<file path="config.mk">
export PLATFORM = sky130hd
export DESIGN_NAME = sdram_arbiter
export DESIGN_NICKNAME = d
export VERILOG_FILES = /design/src/rtl/sdram_arbiter.sv
export SDC_FILE = /design/constraint.sdc
export NUM_CORES = 1
export LEC_CHECK = 0
export CAP_MARGIN = 20
export CORE_MARGIN = 2
export CORE_UTILIZATION = 40
export CTS_BUF_LIST = sky130_fd_sc_hd__clkbuf_4
export DETAILED_ROUTE_END_ITERATION = 10
export PLACE_DENSITY = 0.79
export SLEW_MARGIN = 20
export SYNTH_ARGS = -nofsm -noshare
export SYNTH_HDL_FRONTEND = slang
export SYNTH_SLANG_ARGS = --single-unit
</file>
<file path="constraint.sdc">
create_clock -name clk -period 6 [get_ports clk]
set_input_delay 0.9 -clock clk [delete_from_list [all_inputs] [get_ports clk]]
set_output_delay 0.9 -clock clk [all_outputs]
set_load 0.05 [all_outputs]
</file>
<file path="src/rtl/sdram_arbiter.sv">
// sdram_arbiter
//   Shares one SDRAM controller between two bus masters. Port 0 is the CPU
//   bus, port 1 a secondary master (DMA, video fetch). Level-held requests
//   are serialised into single 32-bit controller transactions, and each
//   requester gets a one-cycle ack carrying read data (or an error flag when
//   the controller never started the transaction).
//
// Parameters
//   ROUND_ROBIN   1: alternate grants on contention, 0: port 0 always wins
//   BUSY_TIMEOUT  cycles to wait for mem_busy after the issue strobe (>= 2)
//   TO_WIDTH      width of the timeout counter
//
// Ports
//   clk, resetn                    clock shared with the controller, async active-low reset
//   pN_req/addr/wdata/wmask        requester side, held until pN_ack (wmask 0 = read)
//   pN_ack/rdata/err               one-cycle completion, read data, timeout flag
//   mem_addr/din/wmask/valid       controller request, valid is a one-cycle strobe
//   mem_dout/busy/initialized      controller read data, activity, init complete
module sdram_arbiter #(
  parameter int ROUND_ROBIN  = 1,
  parameter int BUSY_TIMEOUT = 64,
  parameter int TO_WIDTH     = $clog2(BUSY_TIMEOUT + 1)
) (
  input  logic        clk,
  input  logic        resetn,
  input  logic        p0_req,
  input  logic [24:0] p0_addr,
  input  logic [31:0] p0_wdata,
  input  logic [3:0]  p0_wmask,
  output logic        p0_ack,
  output logic [31:0] p0_rdata,
  output logic        p0_err,
  input  logic        p1_req,
  input  logic [24:0] p1_addr,
  input  logic [31:0] p1_wdata,
  input  logic [3:0]  p1_wmask,
  output logic        p1_ack,
  output logic [31:0] p1_rdata,
  output logic        p1_err,
  output logic [24:0] mem_addr,
  output logic [31:0] mem_din,
  output logic [3:0]  mem_wmask,
  output logic        mem_valid,
  input  logic [31:0] mem_dout,
  input  logic        mem_busy,
  input  logic        mem_initialized
);

  typedef enum logic [2:0] {
    IDLE,
    ISSUE,
    WAIT_BUSY,
    WAIT_DONE,
    RESPOND
  } state_t;

  localparam logic [TO_WIDTH-1:0] TO_ONE  = TO_WIDTH'(1);
  localparam logic [TO_WIDTH-1:0] TO_LOAD = TO_WIDTH'(BUSY_TIMEOUT);

  state_t              state;
  logic                grant;       // port owning the current transaction
  logic                last_grant;  // port granted most recently
  logic [TO_WIDTH-1:0] to_cnt;

  logic any_req;
  logic winner;

  // Winner selection: a lone requester always wins; on contention either
  // alternate away from the last grant or give port 0 fixed priority.
  always_comb begin
    any_req = p0_req | p1_req;
    if (p0_req && p1_req) begin
      winner = (ROUND_ROBIN != 0) ? ~last_grant : 1'b0;
    end else begin
      winner = ~p0_req;
    end
  end

  always_ff @(posedge clk or negedge resetn) begin
    if (!resetn) begin
      state      <= IDLE;
      grant      <= 1'b0;
      last_grant <= 1'b1;  // port 0 wins the first contention
      to_cnt     <= '0;
      mem_addr   <= '0;
      mem_din    <= '0;
      mem_wmask  <= '0;
      mem_valid  <= 1'b0;
      p0_ack     <= 1'b0;
      p1_ack     <= 1'b0;
      p0_err     <= 1'b0;
      p1_err     <= 1'b0;
      p0_rdata   <= '0;
      p1_rdata   <= '0;
    end else begin
      case (state)
        IDLE: begin
          // Holding off while the controller is busy keeps mem_valid from
          // ever overlapping an in-flight transaction.
          if (mem_initialized && !mem_busy && any_req) begin
            grant      <= winner;
            last_grant <= winner;
            mem_addr   <= winner ? p1_addr  : p0_addr;
            mem_din    <= winner ? p1_wdata : p0_wdata;
            mem_wmask  <= winner ? p1_wmask : p0_wmask;
            mem_valid  <= 1'b1;
            state      <= ISSUE;
          end
        end

        ISSUE: begin
          mem_valid <= 1'b0;
          to_cnt    <= TO_LOAD;
          state     <= WAIT_BUSY;
        end

        WAIT_BUSY: begin
          if (mem_busy) begin
            state <= WAIT_DONE;
          end else if (to_cnt == '0) begin
            // Controller never picked the request up: answer with an error.
            p0_ack <= ~grant;
            p1_ack <= grant;
            p0_err <= ~grant;
            p1_err <= grant;
            state  <= RESPOND;
          end else begin
            to_cnt <= to_cnt - TO_ONE;
          end
        end

        WAIT_DONE: begin
          if (!mem_busy) begin
            if (grant) begin
              p1_rdata <= mem_dout;
            end else begin
              p0_rdata <= mem_dout;
            end
            p0_ack <= ~grant;
            p1_ack <= grant;
            state  <= RESPOND;
          end
        end

        RESPOND: begin
          p0_ack <= 1'b0;
          p1_ack <= 1'b0;
          p0_err <= 1'b0;
          p1_err <= 1'b0;
          state  <= IDLE;
        end

        default: state <= IDLE;
      endcase
    end
  end

endmodule

</file>
==> results.tsv <==
stage	metric	value	unit
die	die_h	127	um
sta	worst_slack	3.14	ns
yosys	syn_area_per_cell	12.3	um^2
clock_tree	cts-root-buf	clkbuf_4	
critical_path	crit_path_top_delay_cell	buf_4	
critical_path	crit_path_end_kind	flip-flop	
detailed_routing	routed_wl	17.0	mm
critical_path	worstPathArrival	3.26	ns
sta	fin_skew	0.0139	ns
yosys	synthFlopType	dfrtp_1	
sta	max_freq	350	MHz
yosys	syn_area	0.00605	mm^2
detailed_routing	ant_nets	0	
clock_tree	clk_latency	0.53	ns
yosys	synth_nets	652	
die	initial_utilization	41.3	%
sta	maxSlewHeadroom	44.2	%
critical_path	critPathMaxStageDelay	0.76	ns
cells_and_area	area_growth	55.5	%
grt	grt_max_degree	93	
yosys	synth_compound_area_share	7.10	%
critical_path	r2r_slack	3.57	ns
grt	grt.total_usage	21.3	%
yosys	ys_ff_latch	142	
grt	overflow	0	
placed_design	hpwlAfterDp	12.9	mm
critical_path	crit_family	buffers and inverters	
die	num_rows	44	
detailed_routing	drcViolationCount	0	
die	ios	290	
grt	grt_antenna_before_repair	1	
yosys	ys_types	36	
yosys	synth_top_family_by_area	multiplexers	
placed_design	dp_slack	2.27	ns
grt	grt_pass1_wl	26.6	mm
die	die_w	127	um
critical_path	startpoint_type	input pin	
clock_tree	clkTransAtPathRegs	0.13	ns
yosys	synth_warnings	0	
pwr	ir_drop	0.458	mV
cells_and_area	final_nets	938	
detailed_routing	post_drt_wl_per_cell	17.4	um
grt	grt_pass1_vias	5244	
yosys	synth_simple_gate_area_share	7.72	%
sta	finalCriticalPeriod	2.86	ns
yosys	syn-instance-count	490	
detailed_routing	detail_route.first_pass.iterations	5	
pwr	power.leakage	4.10	nW
clock_tree	hold_buffers	0	
yosys	ys_seq_area_share	58.8	%
critical_path	reg2reg_depth	6	
sta	hold_viol	0	
placed_design	port_buffers	289	
detailed_routing	drt_iter0_markers	179	
clock_tree	numCtsBuffers	17	
placed_design	placed_cell_area	0.00908	mm^2
detailed_routing	wl_met1	6.32	mm
clock_tree	cts_resized	0	
critical_path	crit_chain	clkdlybuf4s50_1 > inv_1 > o21ai_4 > buf_4 > mux2i_1 > a21oi_1	
critical_path	worst-path-max-fanout	49	
yosys	synthArstFlopShare	100	%
placed_design	place.gp.congestion	0.801	
yosys	synthMuxAreaShare	23.2	%
clock_tree	postCtsSetupRepairBufs	0	
critical_path	cp.required	6.40	ns
sta	tns	0	ns
sta	worst_slew_pin_slew	0.836	ns
critical_path	cp.depth	6	
cells_and_area	multiInputGateArea	0.00234	mm^2
clock_tree	cts_tree	built	
clock_tree	h-tree-depth	4	
cells_and_area	layout-drive-gt1-share	14.3	%
cells_and_area	final_util	64.2	%
detailed_routing	num_vias	4869	
critical_path	worst-path-buf-inv	3	
sta	timing.hold.ws	0.417	ns
critical_path	crit_type	input pin to flip-flop	
detailed_routing	viasPerCell	5.00	
cells_and_area	fill_cells	1091	
pwr	pwr_density_cell	613	mW/mm^2
run_status	status	finished, final reports clean	
yosys	synth_fa_ha_area_share	0.414	%
clock_tree	cts_buffer_depth	2	
yosys	synth_edf_count	0	
die	coreArea	0.0146	mm^2
cells_and_area	seq_area	0.00355	mm^2
critical_path	r2r_start	state[0]$_DFFE_PN0P_	
detailed_routing	dr_wl_met3	1.93	mm
sta	slew_viol_final	0	
sta	final.period_utilization	47.7	%
detailed_routing	wl_met2	8.36	mm
cells_and_area	final_area	0.00940	mm^2
yosys	synth_xor_area_share	0	%
sta	setup_viol	0	
hold_path	hold_path_class	input pin to asynchronous set/reset pin	
die	die_area	0.0161	mm^2
flow_run	maxCapViolCount	0	
sta	rsz0062_at_grt	false	
detailed_routing	top_layer	met4	
clock_tree	cts_sinks	142	
critical_path	timing.rr.end	mem_din[22]$_DFFE_PN0P_	
## final cells by class
type / instances / area share (%)
diodes: 1 / 0.0266
clock buffers: 18 / 1.44
clock inverters: 14 / 1.78
inverters: 3 / 0.120
multi-input cells: 315 / 24.9
flip-flops and latches: 142 / 37.8
well taps: 184 / 2.45
repair buffers: 297 / 31.5
## layer usage
metal / global-route usage, % / up-vias
met1: 22.8 / 2337
met3: 10.4 / 27
met5: 0 / -
met2: 36.2 / 208
li1: - / 2297
met4: 8.14 / 0
## worst max-delay path by stage
stage / start / end / slack, ns
CTS: mem_busy / mem_din[22]$_DFFE_PN0P_ / 2.87
detailed placement: mem_busy / mem_addr[15]$_DFFE_PN0P_ / 2.27
global placement: mem_busy / mem_din[24]$_DFFE_PN0P_ / 2.40
finish: p1_req / mem_din[27]$_DFFE_PN0P_ / 3.14
floorplan: mem_busy / grant$_DFFE_PN0P_ / 3.51
global route: mem_busy / mem_din[22]$_DFFE_PN0P_ / 3.05
## per-stage QoR
stage	power, mW	std cells
6_report	5.76	974
4_1_cts	5.82	972
5_1_grt	6.05	974
3_5_place_dp	5.15	940
3_3_place_gp	5.07	940
2_1_floorplan	3.90	490
## registers in the layout (all words and copies together), names as in the netlist, 3 cells and up
signal,flops
mem_din,32
p0_rdata,32
p1_rdata,32
mem_addr,25
to_cnt,7
mem_wmask,4
state,3
## power breakdown
| part | internal (mW) | switching, mW | leakage (nW) | total (mW) |
|---|---|---|---|---|
| registers | 1.43 | 0.285 | 1.67 | 1.71 |
| clock network | 0.294 | 0.352 | 0.159 | 0.646 |
| logic | 1.21 | 2.19 | 2.27 | 3.41 |
## cell usage after synthesis, types with 2 or more instances
cell type | instances | share of area (%)
nor2_1 | 67 | 4.2
nor3b_1 | 3 | 0.37
mux2_2 | 65 | 12
o21ai_0 | 6 | 0.50
a21oi_1 | 63 | 5.2
nor3_1 | 2 | 0.17
ha_1 | 2 | 0.41
nand3_1 | 2 | 0.17
nor2b_1 | 4 | 0.41
clkbuf_1 | 9 | 0.56
buf_2 | 13 | 1.1
nor4_1 | 2 | 0.21
nand2_1 | 9 | 0.56
buf_4 | 7 | 0.87
inv_1 | 3 | 0.19
mux2i_1 | 66 | 11
nand2b_1 | 5 | 0.52
or4_1 | 2 | 0.25
dfrtp_1 | 141 | 58
a22o_1 | 3 | 0.43
## cells by family (layout without fill, tap and decap cells)
family                   count (synthesis)  in the layout
flip-flops                             142            142
multiplexers                           132            132
AND/OR/NAND/NOR                        102            102
AO/OA/AOI/OAI                           79             79
buffers and inverters                   33            332
adder cells (fa/ha/maj)                  2              2
other                                    0              1
## layout by cell type (no fill, tap or decap), types with 4 or more instances in the layout
cell type	count
nand2_1	9
clkinv_2	4
clkdlybuf4s50_1	288
a21oi_1	63
mux2_2	65
nor2_1	67
mux2i_1	66
nand2b_1	5
buf_4	7
clkbuf_4	18
nor2b_1	4
o21ai_0	5
dfrtp_1	141
Power figures use the tool's default switching activity.
